===== src/rtl/axi_lite_manager_pkg.sv =====
// Shared encodings for the AXI4-Lite manager: response codes, FSM states and
// the word-alignment helper used when a command is accepted.
package axi_lite_manager_pkg;

  localparam logic [1:0] RESP_OKAY = 2'b00;

  localparam logic [2:0] ST_IDLE       = 3'd0;
  localparam logic [2:0] ST_WADDR_DATA = 3'd1;
  localparam logic [2:0] ST_WRESP      = 3'd2;
  localparam logic [2:0] ST_RADDR      = 3'd3;
  localparam logic [2:0] ST_RDATA      = 3'd4;
  localparam logic [2:0] ST_RESP       = 3'd5;

  function automatic logic [31:0] align_word(input logic [31:0] addr);
    return addr & 32'hFFFF_FFFC;
  endfunction

endpackage


===== src/rtl/axi_lite_manager.sv =====
// AXI4-Lite manager: one single-beat command at a time from a valid/ready port,
// with a watchdog that flags subordinates which stall. All outputs are registered.
module axi_lite_manager
  import axi_lite_manager_pkg::*;
#(
  parameter int unsigned TIMEOUT_CYCLES = 1024,
  parameter logic [2:0]  AXI_PROT       = 3'b000
) (
  input  logic        aclk,
  input  logic        aresetn,
  input  logic        cmd_valid,
  output logic        cmd_ready,
  input  logic        cmd_write,
  input  logic [31:0] cmd_addr,
  input  logic [31:0] cmd_wdata,
  input  logic [3:0]  cmd_wstrb,
  output logic        rsp_valid,
  input  logic        rsp_ready,
  output logic [31:0] rsp_rdata,
  output logic [1:0]  rsp_resp,
  output logic        timeout,
  output logic [31:0] m_axi_lite_awaddr,
  output logic [2:0]  m_axi_lite_awprot,
  output logic        m_axi_lite_awvalid,
  input  logic        m_axi_lite_awready,
  output logic [31:0] m_axi_lite_wdata,
  output logic [3:0]  m_axi_lite_wstrb,
  output logic        m_axi_lite_wvalid,
  input  logic        m_axi_lite_wready,
  input  logic [1:0]  m_axi_lite_bresp,
  input  logic        m_axi_lite_bvalid,
  output logic        m_axi_lite_bready,
  output logic [31:0] m_axi_lite_araddr,
  output logic [2:0]  m_axi_lite_arprot,
  output logic        m_axi_lite_arvalid,
  input  logic        m_axi_lite_arready,
  input  logic [31:0] m_axi_lite_rdata,
  input  logic [1:0]  m_axi_lite_rresp,
  input  logic        m_axi_lite_rvalid,
  output logic        m_axi_lite_rready
);

  logic [2:0]  state_q, state_d;
  logic        cmd_ready_q, cmd_ready_d;
  logic        awvalid_q, awvalid_d, wvalid_q, wvalid_d;
  logic        aw_done_q, aw_done_d, w_done_q, w_done_d;
  logic        bready_q, bready_d, arvalid_q, arvalid_d, rready_q, rready_d;
  logic        rsp_valid_q, rsp_valid_d;
  logic [31:0] addr_q, addr_d, wdata_q, wdata_d, rsp_rdata_q, rsp_rdata_d;
  logic [3:0]  wstrb_q, wstrb_d;
  logic [1:0]  rsp_resp_q, rsp_resp_d;
  logic        accept, rsp_hs, aw_hs, w_hs;

  assign accept = (state_q == ST_IDLE) && cmd_valid && cmd_ready_q;
  assign rsp_hs = (state_q == ST_RESP) && rsp_valid_q && rsp_ready;
  assign aw_hs  = awvalid_q && m_axi_lite_awready;
  assign w_hs   = wvalid_q && m_axi_lite_wready;

  always_comb begin
    state_d     = state_q;
    cmd_ready_d = cmd_ready_q;
    awvalid_d   = awvalid_q;
    wvalid_d    = wvalid_q;
    aw_done_d   = aw_done_q;
    w_done_d    = w_done_q;
    bready_d    = bready_q;
    arvalid_d   = arvalid_q;
    rready_d    = rready_q;
    rsp_valid_d = rsp_valid_q;
    addr_d      = addr_q;
    wdata_d     = wdata_q;
    wstrb_d     = wstrb_q;
    rsp_rdata_d = rsp_rdata_q;
    rsp_resp_d  = rsp_resp_q;
    case (state_q)
      ST_IDLE: begin
        // cmd_ready comes up on the first edge after reset and stays up until a command lands
        cmd_ready_d = 1'b1;
        if (accept) begin
          cmd_ready_d = 1'b0;
          addr_d      = align_word(cmd_addr);
          wdata_d     = cmd_wdata;
          wstrb_d     = cmd_wstrb;
          if (cmd_write) begin
            state_d   = ST_WADDR_DATA;
            awvalid_d = 1'b1;
            wvalid_d  = 1'b1;
            aw_done_d = 1'b0;
            w_done_d  = 1'b0;
          end else begin
            state_d   = ST_RADDR;
            arvalid_d = 1'b1;
          end
        end
      end
      ST_WADDR_DATA: begin
        if (aw_hs) begin
          awvalid_d = 1'b0;
          aw_done_d = 1'b1;
        end
        if (w_hs) begin
          wvalid_d = 1'b0;
          w_done_d = 1'b1;
        end
        if ((aw_done_q || aw_hs) && (w_done_q || w_hs)) begin
          state_d  = ST_WRESP;
          bready_d = 1'b1;
        end
      end
      ST_WRESP: begin
        if (m_axi_lite_bvalid && bready_q) begin
          bready_d    = 1'b0;
          rsp_valid_d = 1'b1;
          rsp_rdata_d = 32'h0;
          rsp_resp_d  = m_axi_lite_bresp;
          state_d     = ST_RESP;
        end
      end
      ST_RADDR: begin
        if (arvalid_q && m_axi_lite_arready) begin
          arvalid_d = 1'b0;
          rready_d  = 1'b1;
          state_d   = ST_RDATA;
        end
      end
      ST_RDATA: begin
        if (m_axi_lite_rvalid && rready_q) begin
          rready_d    = 1'b0;
          rsp_valid_d = 1'b1;
          rsp_rdata_d = m_axi_lite_rdata;
          rsp_resp_d  = m_axi_lite_rresp;
          state_d     = ST_RESP;
        end
      end
      ST_RESP: begin
        if (rsp_hs) begin
          rsp_valid_d = 1'b0;
          cmd_ready_d = 1'b1;
          state_d     = ST_IDLE;
        end
      end
      default: state_d = ST_IDLE;
    endcase
  end

  always_ff @(posedge aclk or negedge aresetn) begin
    if (!aresetn) begin
      state_q     <= ST_IDLE;
      cmd_ready_q <= 1'b0;
      awvalid_q   <= 1'b0;
      wvalid_q    <= 1'b0;
      aw_done_q   <= 1'b0;
      w_done_q    <= 1'b0;
      bready_q    <= 1'b0;
      arvalid_q   <= 1'b0;
      rready_q    <= 1'b0;
      rsp_valid_q <= 1'b0;
      addr_q      <= 32'h0;
      wdata_q     <= 32'h0;
      wstrb_q     <= 4'h0;
      rsp_rdata_q <= 32'h0;
      rsp_resp_q  <= RESP_OKAY;
    end else begin
      state_q     <= state_d;
      cmd_ready_q <= cmd_ready_d;
      awvalid_q   <= awvalid_d;
      wvalid_q    <= wvalid_d;
      aw_done_q   <= aw_done_d;
      w_done_q    <= w_done_d;
      bready_q    <= bready_d;
      arvalid_q   <= arvalid_d;
      rready_q    <= rready_d;
      rsp_valid_q <= rsp_valid_d;
      addr_q      <= addr_d;
      wdata_q     <= wdata_d;
      wstrb_q     <= wstrb_d;
      rsp_rdata_q <= rsp_rdata_d;
      rsp_resp_q  <= rsp_resp_d;
    end
  end

  // Watchdog: counts stalled cycles only while an AXI channel is outstanding; never aborts
  generate
    if (TIMEOUT_CYCLES == 0) begin : g_no_wd
      assign timeout = 1'b0;
    end else begin : g_wd
      localparam logic [31:0] TO_LIMIT = 32'(TIMEOUT_CYCLES);
      logic [31:0] wd_cnt_q, wd_cnt_d;
      logic        timeout_q, timeout_d;
      logic        busy;

      assign busy = (state_q != ST_IDLE) && (state_q != ST_RESP);

      always_comb begin
        wd_cnt_d  = wd_cnt_q;
        timeout_d = timeout_q;
        if (accept) begin
          wd_cnt_d  = 32'h0;
          timeout_d = 1'b0;
        end else if (rsp_hs) begin
          timeout_d = 1'b0;
        end else if (busy && (wd_cnt_q != TO_LIMIT)) begin
          wd_cnt_d  = wd_cnt_q + 32'd1;
          timeout_d = (wd_cnt_d == TO_LIMIT);
        end
      end

      always_ff @(posedge aclk or negedge aresetn) begin
        if (!aresetn) begin
          wd_cnt_q  <= 32'h0;
          timeout_q <= 1'b0;
        end else begin
          wd_cnt_q  <= wd_cnt_d;
          timeout_q <= timeout_d;
        end
      end

      assign timeout = timeout_q;
    end
  endgenerate

  assign cmd_ready          = cmd_ready_q;
  assign rsp_valid          = rsp_valid_q;
  assign rsp_rdata          = rsp_rdata_q;
  assign rsp_resp           = rsp_resp_q;
  assign m_axi_lite_awaddr  = addr_q;
  assign m_axi_lite_awprot  = AXI_PROT;
  assign m_axi_lite_awvalid = awvalid_q;
  assign m_axi_lite_wdata   = wdata_q;
  assign m_axi_lite_wstrb   = wstrb_q;
  assign m_axi_lite_wvalid  = wvalid_q;
  assign m_axi_lite_bready  = bready_q;
  assign m_axi_lite_araddr  = addr_q;
  assign m_axi_lite_arprot  = AXI_PROT;
  assign m_axi_lite_arvalid = arvalid_q;
  assign m_axi_lite_rready  = rready_q;

endmodule


===== config.mk =====
export PLATFORM = sky130hd
export DESIGN_NAME = axi_lite_manager
export DESIGN_NICKNAME = d
export VERILOG_FILES = /design/src/rtl/axi_lite_manager_pkg.sv /design/src/rtl/axi_lite_manager.sv
export SDC_FILE = /design/constraint.sdc
export NUM_CORES = 1
export LEC_CHECK = 0
export ABC_AREA = 1
export ABC_CLOCK_PERIOD_IN_PS = 3100
export BUFFER_PORTS_ARGS = -buffer_cell sky130_fd_sc_hd__buf_2
export CAP_MARGIN = 30
export CELL_PAD_IN_SITES_DETAIL_PLACEMENT = 2
export CELL_PAD_IN_SITES_GLOBAL_PLACEMENT = 2
export CORE_ASPECT_RATIO = 0.8
export CORE_MARGIN = 2
export CORE_UTILIZATION = 29
export CTS_CLUSTER_SIZE = 14
export DETAILED_ROUTE_END_ITERATION = 7
export PLACE_DENSITY_LB_ADDON = 0.1
export SLEW_MARGIN = 20
export SYNTH_ARGS = -nofsm -noshare
export SYNTH_HDL_FRONTEND = slang
export SYNTH_SLANG_ARGS = --single-unit

===== constraint.sdc =====
create_clock -name aclk -period 3.1 [get_ports aclk]
set_input_delay 0.62 -clock aclk [delete_from_list [all_inputs] [get_ports aclk]]
set_output_delay 0.62 -clock aclk [all_outputs]
set_load 0.005 [all_outputs]

## Word-level counts from Yosys, hierarchy flattened

Index checks and enable logic that the tools add are counted.
Widths: inputs -> output; s select.

| storage, ports and cells | value |
|---|---|
| logic and storage cells | 122 |
| latch bits | 0 |
| memories | 0 |
| bits in read-only memories | 0 |
| memory bits (writable) | 0 |
| input port bits | 114 |
| register bits | 145 |
| output and inout bits | 148 |

| cells by class | value |
|---|---|
| shift-type cells | 0 |
| add/subtract/negate cells | 1 |
| multiply operators | 0 |
| equal/unequal tests | 19 |
| divide/modulo/power cells | 0 |
| reductions and logical operators | 36 |
| order comparisons | 0 |
| bitwise gates (word level) | 0 |
| muxes and demuxes | 49 |

Operators by type and width:

| kind | count |
|---|---|
| $mux 32 | 5 |
| $pmux 32 s2 | 1 |
| $add 32x1->32 const B | 1 |
| $eq 32x11->1 const B | 1 |
| $ne 32x11->1 const B | 1 |
| $mux 1 | 23 |
| $ne 2x2->1 const B | 11 |
| $mux 3 | 6 |
| $pmux 3 s6 | 1 |
| $pmux 1 s2 | 8 |
| $reduce_and 4->1 | 4 |
| $reduce_bool 2->1 | 7 |
| $logic_and 1x1->1 | 12 |
| $reduce_and 3->1 | 3 |
| $reduce_bool 3->1 | 3 |
| $eq 3x2->1 const B | 2 |
| $eq 3x3->1 const B | 2 |
| $mux 2 | 3 |
| $reduce_and 2->1 | 3 |
| $reduce_and 6->1 | 1 |
| $pmux 2 s2 | 1 |
| $eq 3x1->1 const B | 1 |
| $logic_not 3->1 | 1 |
| $ne 3x3->1 const B | 1 |
| other kinds (2) | 3 |

## Logic depth before layout (Yosys ltp)

Gate-level depths: netlist of the first run.

| logic depth | value |
|---|---|
| word-level depth | 6 |
| depth in mapped cells | 13 |
| mapped depth without buffers | 13 |

## Worst setup path before layout of the first run

Ideal clock, no wire load.

| timing path | value |
|---|---|
| kind | register -> register |
| from | register g_wd.wd_cnt_q[0] |
| to | register g_wd.timeout_q, in the netlist timeout |
| data required time | 3.023 ns |
| setup slack | 1.417 ns |
| buffers on the path | 0 |
| arrival time | 1.606 ns |
| period minus slack after synthesis | 1.683 ns |
| cell stages (with the launch flop) | 14 |
| setup time | 0.077 ns |
| cells stage by stage | dfrtp_1 > ha_1 > nand2_2 > nor2_4 > nand2_2 > nor2_4 > nand2_1 > nand2_1 > nand2_1 > nor2_1 > nand2_1 > nor2_1 > nand3_1 > a21oi_1 |

| between the ends | value |
|---|---|
| longest elaborated chain between the ends | 5 |
| elaborated cells between the ends (all ways) | 8 |
| those cells by class | 1 x add/sub; 2 x eq/ne; 3 x mux; 2 x reduce/logical |

RTL lines:

| element | line | source |
|---|---|---|
| from (decl) | axi_lite_manager.sv:188 | `logic [31:0] wd_cnt_q, wd_cnt_d;` |
| from (signal assigned) | axi_lite_manager.sv:213 | `wd_cnt_q <= wd_cnt_d;` |
| $add 32x1->32 | axi_lite_manager.sv:203 | `wd_cnt_d = wd_cnt_q + 32'd1;` |
| $eq 32x11->1 | axi_lite_manager.sv:204 | `timeout_d = (wd_cnt_d == TO_LIMIT);` |
| $mux 1 | axi_lite_manager.sv:202 | `end else if (busy && (wd_cnt_q != TO_LIMIT)) begin` |
| $mux 1 | axi_lite_manager.sv:200 | `end else if (rsp_hs) begin` |
| $mux 1 | axi_lite_manager.sv:197 | `if (accept) begin` |
| to (signal assigned) | axi_lite_manager.sv:214 | `timeout_q <= timeout_d;` |
| to (decl) | axi_lite_manager.sv:189 | `logic timeout_q, timeout_d;` |

Several ways; a longest one is shown, not always the timed one. The select of a mux whose other input is x is not followed.
A chain may end at the register's enable or synchronous reset.

## Worst setup path after layout of the first run

| timing path | value |
|---|---|
| from | register g_wd.wd_cnt_q[0] |
| to | register g_wd.wd_cnt_q[10] |

| between the ends | value |
|---|---|
| longest elaborated chain between the ends | 4 |
| elaborated cells between the ends (all ways) | 8 |
| those cells by class | 1 x add/sub; 1 x eq/ne; 3 x mux; 3 x reduce/logical |

RTL lines:

| element | line |
|---|---|
| $add 32x1->32 / $ne 32x11->1 (equally long branches) | axi_lite_manager.sv:203, axi_lite_manager.sv:202 |
| $mux 32 / $logic_and 1x1->1 (equally long branches) | axi_lite_manager.sv:202 |
| $mux 32 / $reduce_bool 2->1 (equally long branches) | - |
| $mux 32 / $reduce_and 2->1 (equally long branches) | - |

Several ways; a longest one is shown, not always the timed one. The select of a mux whose other input is x is not followed.

==> results.sh, run 1 <==
export IMPL_antenna_found_initial=1
export IMPL_powerDensity_mw_per_mm2=883.4
export IMPL_min_period_ns=2.298
export IMPL_nets=1274
export IMPL_row_count=51
export IMPL_min_period_over_period_pct=74.12
export IMPL_cap_violations=0
export IMPL_drt_vias_per_instance=4.601
export IMPL_finClkSkew_ns=0.01312
export IMPL_grt_setup_unrepaired="false"
export IMPL_vias=6855
export IMPL_grt_overflow=0
export IMPL_drive_gt1_share_pct=27.01
export IMPL_cts_made_buffers=17
export IMPL_finalSetupViolCount=0
export IMPL_ios=262
export IMPL_path_cells="inv_2 -> ha_1 -> nand2_1 -> nor2_1 -> nand2_1 -> nor2_1 -> nand2_1 -> nand2_1 -> nand2_1 -> buf_4 -> inv_1 -> nand2_1 -> o21ai_0"
export IMPL_crit_path_top_delay_cell="dfrtp_1"
export IMPL_clock_path_buffers=2
export IMPL_design_area_mm2=0.009079
export IMPL_fmax_ghz=0.4352
export IMPL_postSynthCellCount=942
export IMPL_cp_max_fo=23
export IMPL_drt_first_pass_iters=4
export IMPL_worstReg2RegEnd="g_wd.wd_cnt_q[10]$_DFFE_PN0P_"
export IMPL_drcViolationCount=0
export IMPL_final_hold_viol_count=0
export IMPL_cts_resized=0
export IMPL_critical_path_max_stage_delay_ns=0.43
export IMPL_worst_slew_pin_slew_ns=0.7493
export IMPL_routed_wl_mm=24.75
export IMPL_required_ns=3.43
export IMPL_first_iter_violations=349
export IMPL_cts_tree="done"
export IMPL_core_area_mm2=0.02431
export IMPL_cts_root_buffer="clkbuf_16"
export IMPL_crit_buf_inv=3
export IMPL_synth_cell_types=34
export IMPL_clk_pin_slew_ns=0.06
export IMPL_yosys_warnings=0
export IMPL_irDropWorstVdd_uv=411.1
export IMPL_grt_pass1_vias=7256
export IMPL_synthesis_area_mm2=0.007161
export IMPL_grt_max_degree=67
export IMPL_die_w_um=179.7
export IMPL_cp_top_family="simple AND/OR/NAND/NOR gates"
export IMPL_die_area_mm2=0.02597
export IMPL_reg2reg_setup_slack_ns=0.80
export IMPL_cpMostUsedCell="nand2_1"
export IMPL_start_kind="flip-flop"
export IMPL_p_leak_nw=4.920
export IMPL_arrival_ns=2.63
export IMPL_critPathCaptureType="flip-flop"
export IMPL_grt_pass1_wl_mm=39.72
export IMPL_fp_dieH_um=144.5
export IMPL_crit_path_start="g_wd.wd_cnt_q[0]$_DFFE_PN0P_"
export IMPL_slew_headroom_pct=50.05
export IMPL_hold_path_class="input pin to async pin"
export IMPL_post_drt_wl_per_cell_um=16.61
export IMPL_dpl_cell_area_mm2=0.008522
export IMPL_ys_flop_type="dfrtp_1"
export IMPL_final_max_slew_violation_count=0
export IMPL_synth_avg_cell_area_um2=7.602
export IMPL_dp_cells=1457
export IMPL_cts_sinks=145
export IMPL_final_cells=1490
export IMPL_drtAntennaViolNets=0
export IMPL_synth_edf_count=0
export IMPL_r2r_start="g_wd.wd_cnt_q[0]$_DFFE_PN0P_"
export IMPL_whs_ns=0.1645
export IMPL_status="completed"
export IMPL_ys_seq_area_share_pct=50.67
export IMPL_fin_tns_setup_ns=0
export IMPL_cts_hold_repair_buffers=0
export IMPL_worst_setup_path_type="flip-flop to flip-flop"
export IMPL_n_fill_cell=2929
export IMPL_clock_tree_htree_level_count=4
export IMPL_async_flop_share_pct=100.0
export IMPL_rr_worst_depth=13
export IMPL_place_congestion=0.7812
export IMPL_start_util_pct=29.45
export IMPL_clock_latency_ns=0.43
export IMPL_post_cts_buffers=0
export IMPL_track_usage_pct=19.34
export IMPL_placement_io_buffers=249
export IMPL_dp_hpwl_mm=18.37
export IMPL_ys_ff_latch=145
export IMPL_area_delta_synth_final_pct=26.79
-- logic make-up (layout without fill, tap and decap cells) --
kind of cell             after synthesis  in the layout  share of synthesized area, %
other                                  1             12                       0.05237
XOR/XNOR                               7              7                        0.8562
adder cells (fa/ha/maj)                2              2                        0.3494
buffers and inverters                130            349                         9.313
flip-flops                           145            145                         50.67
AO/OA/AOI/OAI                         96             96                         7.077
AND/OR/NAND/NOR                      561            561                         31.68
-- cells in the mapped netlist (all sizes together), types with 5 or more instances --
cell    instances  share of area [%]
clkbuf         21                1.1
nor2           89                5.5
inv            56                2.9
a21oi           9               0.63
o21ai          77                5.4
dfrtp         145                 51
buf            53                5.3
nand3          53                3.7
xor2            6               0.73
nand2         411                 22
nor3            5               0.35
-- area by class of cell --
| class | instances | area, um^2 | share of cell area (%) |
|---|---|---|---|
| Sequential cell | 145 | 3628 | 39.97 |
| Multi-Input combinational cell | 676 | 2910 | 32.06 |
| Timing Repair Buffer | 262 | 1375 | 15.15 |
| Clock buffer | 20 | 446.7 | 4.920 |
| Tap cell | 318 | 397.9 | 4.383 |
| Inverter | 56 | 210.2 | 2.315 |
| Clock inverter | 11 | 105.1 | 1.158 |
| Antenna cell | 2 | 5.005 | 0.05513 |
-- per-stage QoR --
stage                     utilization (%)  power, mW  setup slack [ns]
after floorplan                         -      4.867             1.417
after global placement              35.05      6.031            0.7837
after detailed placement            35.05      6.155            0.7791
after CTS                           37.32      8.210            0.7311
after global routing                37.32      8.741            0.5246
final                               37.34      8.020            0.8023
-- state kept, by name (all words and copies together) (netlist names), 2 cells and up --
name,cells
rsp_resp,2
m_axi_lite_araddr,30
m_axi_lite_wdata,32
state_q,3
m_axi_lite_wstrb,4
g_wd.wd_cnt_q,32
rsp_rdata,32
-- report_power, final --
part | switching [mW] | internal [mW]
Combinational | 1.87 | 1.15
Sequential | 0.433 | 2.57
Clock | 0.864 | 1.13
-- placed cells by master, fill, tap and decap left out, types with 2 or more instances in the layout --
master / count
nand2_1: 405
buf_2: 248
dfrtp_1: 145
nor2_1: 77
o21ai_0: 54
nand3_1: 52
inv_1: 51
o21ai_1: 22
clkbuf_16: 17
buf_4: 11
conb_1: 10
a21oi_1: 9
nor2_4: 7
xor2_1: 6
inv_2: 5
nor3_1: 5
nor2_2: 5
nand2_2: 5
clkinvlp_4: 4
inv_6: 3
diode_2: 2
a211oi_1: 2
o21bai_1: 2
o41ai_1: 2
ha_1: 2
clkbuf_1: 2
clkinv_2: 2
buf_12: 2
-- how the worst max path moves through the flow --
stage | endpoint | slack, ns | cells past startpoint
finish | g_wd.wd_cnt_q[10]$_DFFE_PN0P_ | 0.80 | 13
global route | rsp_rdata[31]$_DFFE_PN0P_ | 0.52 | 8
CTS | rsp_rdata[31]$_DFFE_PN0P_ | 0.73 | 8
detailed placement | rsp_rdata[2]$_DFFE_PN0P_ | 0.78 | 8
floorplan | timeout$_DFFE_PN0P_ | 1.42 | 13
global placement | rsp_rdata[1]$_DFFE_PN0P_ | 0.78 | 8
-- metal layers --
| metal | vias up | GRT usage [%] | part of all wire, % |
|---|---|---|---|
| li1 | 3328 | - | - |
| met1 | 3369 | 24.68 | 45 |
| met2 | 146 | 31.72 | 48 |
| met3 | 10 | 7.429 | 7.1 |
| met4 | 2 | 3.166 | 0.51 |
| met5 | - | 0 | 0.065 |
No activity file was read; power rests on OpenSTA's default activity.
==> run 2: changes to the inputs <==
ABC_AREA = 0   (was 1)
ABC_CLOCK_PERIOD_IN_PS = 1900   (was 3100)
CORE_UTILIZATION = 27   (was 29)
clock period = 1.9 ns   (was 3.1 ns; I/O delays follow)
==> run 2 against run 1 <==
The run now ends with negative setup slack left. Final area grew 22%. Worst setup slack worse by 1.3 ns. Via count fell by 2.5%. Register-to-register slack worse by 1.3 ns. Core utilization grew 6.4 points. Worst hold slack worse by 0.014 ns. Largest power group is now the clock network.
==> results.sh, run 2 <==
export IMPL_p_leak_nw=5.633
export IMPL_ys_ff_latch=145
export IMPL_worst_slack_ns=-0.4679
export IMPL_min_period_ns=2.368
export IMPL_synthAdderAreaFrac_pct=0.3596
export IMPL_grt_max_degree=58
export IMPL_placement_io_buffers=249
export IMPL_vias=6681
export IMPL_clock_latency_ns=0.44
export IMPL_start_kind="flip-flop"
export IMPL_synthesis_area_mm2=0.006959
export IMPL_use_met3_pct=3.301
export IMPL_post_route_util_pct=43.77
export IMPL_antenna_found_initial=1
export IMPL_required_ns=2.27
export IMPL_final_cell_mix="buf_2, dfrtp_1, buf_4, mux2_2, a22o_1"
export IMPL_synth_top_family_by_area="compound AO/OA/AOI/OAI gates"
export IMPL_yosysTopAreaCell="dfrtp_1"
export IMPL_hold_path_class="input pin to flip-flop"
export IMPL_area_delta_synth_final_pct=59.19
export IMPL_clock_tree_htree_level_count=4
export IMPL_drt_vias_per_instance=4.967
export IMPL_rr_worst_depth=10
export IMPL_grt_overflow=0
export IMPL_synth_edf_count=0
export IMPL_final_max_slew_violation_count=0
export IMPL_grt_setup_unrepaired="true"
export IMPL_ys_flop_type="dfrtp_1"
export IMPL_yosys_warnings=0
export IMPL_finalSetupViolCount=42
export IMPL_r2r_start="g_wd.wd_cnt_q[4]$_DFFE_PN0P_"
export IMPL_synth_compound_area_share_pct=15.37
export IMPL_cts_made_buffers=17
export IMPL_routed_wl_mm=28.96
export IMPL_nets=1123
export IMPL_worstReg2RegEnd="timeout$_DFFE_PN0P_"
export IMPL_mostFrequentLayoutCell="buf_2"
export IMPL_start_util_pct=27.50
export IMPL_powerDensity_mw_per_mm2=657.5
export IMPL_irDropWorstVdd_uv=473.8
export IMPL_cts_tree="done"
export IMPL_ys_top_cells_by_area="dfrtp_1, mux2_2, buf_4, a22o_1, o21ai_0"
export IMPL_failed_checks="negative setup slack"
export IMPL_fin_tns_setup_ns=-10.43
export IMPL_yosys_area_share_simple_pct=12.66
export IMPL_synth_mux_area_share_pct=11.11
export IMPL_die_w_um=183.5
export IMPL_drive_gt1_share_pct=60.00
export IMPL_cp_max_fo=4
export IMPL_cts_sinks=145
export IMPL_die_area_mm2=0.02708
export IMPL_arrival_ns=2.74
export IMPL_post_drt_wl_per_cell_um=21.53
export IMPL_synth_cell_types=57
export IMPL_clock_path_buffers=2
export IMPL_busiest_layer="met2"
export IMPL_grt_pass1_vias=7343
export IMPL_synth_top_area_share_pct=52.14
export IMPL_yosysMostFrequentCell="dfrtp_1"
export IMPL_grtUsageMet2_pct=36.74
export IMPL_hold_start="m_axi_lite_rdata[6]"
export IMPL_row_count=52
export IMPL_crit_path_top_delay_cell="or4_1"
export IMPL_critPathCaptureType="flip-flop"
export IMPL_use_met1_pct=25.88
export IMPL_min_period_over_period_pct=124.6
export IMPL_worstHoldPathCells=2
export IMPL_synthTopCellsByCount="dfrtp_1, mux2_2, o21ai_0"
export IMPL_crit_buf_inv=3
export IMPL_postSynthCellCount=636
export IMPL_final_hold_viol_count=0
export IMPL_fp_dieH_um=147.6
export IMPL_grt_pass1_wl_mm=43.26
export IMPL_min_to="rsp_rdata[6]$_DFFE_PN0P_"
export IMPL_ios=262
export IMPL_path_cells="nand3_4 -> buf_6 -> nor4_4 -> buf_4 -> buf_12 -> nand2_4 -> nor3_2 -> o21ai_2 -> or4_1 -> o21ai_1"
export IMPL_async_flop_share_pct=100.0
export IMPL_worst_setup_path_type="flip-flop to flip-flop"
export IMPL_critical_path_max_stage_delay_ns=0.48
export IMPL_synth_xor_area_share_pct=0.8810
export IMPL_fmax_ghz=0.4223
export IMPL_dp_hpwl_mm=19.56
export IMPL_status="finished, violations left"
export IMPL_cts_root_buffer="clkbuf_16"
export IMPL_reg2reg_setup_slack_ns=-0.47
export IMPL_drcViolationCount=0
export IMPL_first_iter_violations=266
export IMPL_clk_pin_slew_ns=0.07
export IMPL_track_usage_pct=20.72
export IMPL_drtAntennaViolNets=0
export IMPL_drt_first_pass_iters=4
export IMPL_cap_violations=0
export IMPL_core_area_mm2=0.02531
export IMPL_place_congestion=0.8221
export IMPL_cp_top_family="simple AND/OR/NAND/NOR gates"
export IMPL_finClkSkew_ns=0.01376
export IMPL_synth_avg_cell_area_um2=10.94
export IMPL_ys_seq_area_share_pct=52.14
run 2: metrics by stage:
| stage | hold slack, ns | cells | area (um^2) | total power [mW] | worst slack [ns] |
|---|---|---|---|---|---|
| after floorplan | 0.08441 | 645 | 7074 | 3.257 | -0.3034 |
| after global placement | 0.3244 | 1271 | 9349 | 3.486 | -0.4074 |
| after detailed placement | 0.3281 | 1271 | 9349 | 3.501 | -0.5764 |
| after CTS | 0.1423 | 1335 | 10670 | 7.372 | -0.3940 |
| after global routing | 0.1458 | 1345 | 11080 | 7.543 | -0.5344 |
| final | 0.1507 | 1345 | 11080 | 7.284 | -0.4679 |
run 2: cell type report:
type	count	area [um^2]
fillers	2636	14230
well taps	324	405.4
clock buffers	17	425.4
flip-flops and latches	145	3636
diodes	1	2.502
inverters	8	35.03
repair buffers	427	2990
multi-input cells	408	3349
clock inverters	15	234.0
run 2: worst max path at each step:
| stage | from | endpoint | slack [ns] | cells past startpoint |
|---|---|---|---|---|
| final | g_wd.wd_cnt_q[4]$_DFFE_PN0P_ | timeout$_DFFE_PN0P_ | -0.47 | 10 |
| after global routing | g_wd.wd_cnt_q[19]$_DFFE_PN0P_ | timeout$_DFFE_PN0P_ | -0.53 | 7 |
| after CTS | g_wd.wd_cnt_q[4]$_DFFE_PN0P_ | timeout$_DFFE_PN0P_ | -0.39 | 10 |
| after detailed placement | g_wd.wd_cnt_q[1]$_DFFE_PN0P_ | timeout$_DFFE_PN0P_ | -0.58 | 8 |
| after global placement | g_wd.wd_cnt_q[1]$_DFFE_PN0P_ | timeout$_DFFE_PN0P_ | -0.41 | 9 |
| after floorplan | g_wd.wd_cnt_q[0]$_DFFE_PN0P_ | timeout$_DFFE_PN0P_ | -0.30 | 8 |
run 2: cell families after synthesis:
logic type	Yosys count
AND/OR/NAND/NOR	163
AO/OA/AOI/OAI	157
flip-flops	145
buffers and inverters	92
multiplexers	69
XOR/XNOR	7
adder cells (fa/ha/maj)	2
other	1
run 2: where the power goes:
part	internal, mW	switching, mW
clock	2.27	1.57
sequential	3.12	0.0213
combinational	0.151	0.149
total	5.54	1.74
run 2: routing by layer:
metal	wire length, um	up-vias
li1	-	3020
met1	11880	3392
met2	15130	227
met3	1395	42
met4	546	0
met5	0	-
run 2: what timing repair did:
action,in CTS,in global routing
endpoints found under the hold margin,31,0
hold buffers,1,0
gates cloned,6,5
pin swaps,17,45
setup buffers,25,8
setup endpoints to repair,71,70
resized for setup,104,71
==> run 3: changes to the inputs <==
CELL_PAD_IN_SITES_DETAIL_PLACEMENT = not set   (was 2)
CELL_PAD_IN_SITES_GLOBAL_PLACEMENT = not set   (was 2)
CORE_UTILIZATION = 45   (was 27)
PLACE_DENSITY = 0.77   (was not set)
PLACE_DENSITY_LB_ADDON = not set   (was 0.1)
==> run 3 against run 2 <==
The flow still finishes with violations (negative setup slack). Die area fell by 39%. Routed wire length down 27%. Clock skew shrank 0.0017 ns. Flip-flop and latch count is the same. Worst setup slack improved by 0.0091 ns. Via count down 3.2%. Sequential power barely moved.
==> results.sh, run 3 (synthesis gave the netlist of run 2 again) <==
export IMPL_track_usage_pct=24.92
export IMPL_critPathCaptureType="flip-flop"
export IMPL_slew_headroom_pct=54.79
export IMPL_hold_path_class="input pin to flip-flop"
export IMPL_ios=262
export IMPL_die_area_mm2=0.01648
export IMPL_min_period_ns=2.359
export IMPL_r2r_start="g_wd.wd_cnt_q[0]$_DFFE_PN0P_"
export IMPL_path_cells="ha_4 -> nand3_4 -> or4_4 -> a221oi_2 -> o2111ai_1 -> or4_1 -> o21ai_1"
export IMPL_area_delta_synth_final_pct=44.19
export IMPL_cp_max_fo=5
export IMPL_clock_tree_htree_level_count=4
export IMPL_min_period_over_period_pct=124.1
export IMPL_row_count=40
export IMPL_dp_worst_setup_slack_ns=-0.4415
export IMPL_critical_path_max_stage_delay_ns=0.52
export IMPL_grt_overflow=0
export IMPL_worstReg2RegEnd="timeout$_DFFE_PN0P_"
export IMPL_worst_slack_ns=-0.4588
export IMPL_worst_setup_path_type="flip-flop to flip-flop"
export IMPL_dp_hpwl_mm=14.00
export IMPL_dpl_cell_area_mm2=0.009031
export IMPL_post_route_util_pct=66.61
export IMPL_drive_gt1_share_pct=52.56
export IMPL_fin_tns_setup_ns=-11.47
export IMPL_final_cell_mix="buf_2, dfrtp_1, buf_4, mux2_2, nor2_1"
export IMPL_nets=1081
export IMPL_start_kind="flip-flop"
export IMPL_clock_path_buffers=2
export IMPL_cts_root_buffer="clkbuf_16"
export IMPL_cts_sinks=145
export IMPL_clk_pin_slew_ns=0.06
export IMPL_drt_vias_per_instance=5.442
export IMPL_start_util_pct=46.20
export IMPL_mostFrequentLayoutCell="buf_2"
export IMPL_p_leak_nw=5.192
export IMPL_cp_endpoint="timeout$_DFFE_PN0P_"
export IMPL_placement_io_buffers=249
export IMPL_final_hold_viol_count=0
export IMPL_fp_dieH_um=115.2
export IMPL_crit_path_top_delay_cell="or4_4"
export IMPL_grt_setup_unrepaired="true"
export IMPL_drtAntennaViolNets=0
export IMPL_vias=6465
export IMPL_cap_violations=0
export IMPL_grt_pass1_vias=6186
export IMPL_cts_made_buffers=17
export IMPL_antenna_found_initial=0
export IMPL_die_w_um=143.0
export IMPL_grt_max_degree=45
export IMPL_routed_wl_mm=21.15
export IMPL_final_max_slew_violation_count=0
export IMPL_fmax_ghz=0.4239
export IMPL_finClkSkew_ns=0.01205
export IMPL_crit_path_start="g_wd.wd_cnt_q[0]$_DFFE_PN0P_"
export IMPL_drt_first_pass_iters=5
export IMPL_powerDensity_mw_per_mm2=675.8
export IMPL_rr_worst_depth=7
export IMPL_post_drt_wl_per_cell_um=17.80
export IMPL_drcViolationCount=0
export IMPL_first_iter_violations=614
export IMPL_arrival_ns=2.71
export IMPL_design_area_mm2=0.01003
export IMPL_grt_pass1_wl_mm=31.75
export IMPL_required_ns=2.25
export IMPL_irDropWorstVdd_uv=620.2
export IMPL_antennaDiodeCount=0
export IMPL_core_area_mm2=0.01506
export IMPL_status="finished, violations left"
export IMPL_clock_latency_ns=0.43
export IMPL_finalSetupViolCount=33
export IMPL_worst_slew_pin_slew_ns=0.6719
export IMPL_place_congestion=0.9151
export IMPL_failed_checks="negative setup slack"
export IMPL_reg2reg_setup_slack_ns=-0.46
export IMPL_cts_tree="done"
## run 3: per-stage QoR
step | hold slack (ns) | instances | power, mW
after floorplan | 0.08441 | 645 | 3.257
after detailed placement | 0.3196 | 1137 | 3.478
after global routing | 0.1538 | 1188 | 7.020
final | 0.1680 | 1188 | 6.781
after CTS | 0.1526 | 1184 | 6.839
after global placement | 0.3208 | 1137 | 3.470
## run 3: critical path: cells and delay by family, from the launching register on
family / cells / cell delay (ns)
compound gates: 3 / 0.60
fa+ha+maj: 1 / 0.18
flops: 1 / 0.43
simple gates: 3 / 1.08
## run 3: worst min-delay path by stage
stage                                            endpoint  depth (start not counted)                 start  slack, ns
after CTS                       rsp_rdata[15]$_DFFE_PN0P_                          2  m_axi_lite_rdata[15]       0.15
after global routing            rsp_rdata[27]$_DFFE_PN0P_                          2  m_axi_lite_rdata[27]       0.15
after global placement    m_axi_lite_wdata[1]$_DFFE_PN0P_                          1               aresetn       0.32
final                           rsp_rdata[15]$_DFFE_PN0P_                          2  m_axi_lite_rdata[15]       0.17
after detailed placement  m_axi_lite_wdata[1]$_DFFE_PN0P_                          1               aresetn       0.32
after floorplan                     aw_done_q$_DFFE_PN0P_                          0               aresetn       0.08
## run 3: routing by layer
layer / part of all wire [%] / vias up / track usage [%] / routed length [um]
met5: 0 / - / 0 / 0
li1: - / 2943 / - / -
met1: 42 / 3075 / 32.79 / 8838
met2: 46 / 384 / 39.55 / 9798
met4: 2.7 / 0 / 9.241 / 573
met3: 9.2 / 63 / 7.122 / 1938
## run 3: area by class of cell
class	count	area (um^2)
fillers	1122	5030
flip-flops and latches	145	3632
multi-input cells	408	2982
repair buffers	385	2534
clock buffers	19	442.9
well taps	210	262.8
clock inverters	13	151.4
inverters	8	30.03
## run 3: report_power, final
group          switching (mW)  internal, mW
clock                    1.37          1.99
sequential             0.0194          3.12
combinational           0.136         0.143
## run 3: what timing repair did
item | 4_1_cts | 5_1_grt
hold buffers | 1 | 0
buffers inserted | 8 | 4
resized for setup | 34 | 21
setup endpoints to repair | 34 | 104
gates cloned | 6 | 2
pin swaps | 2 | 6
endpoints found under the hold margin | 36 | 0
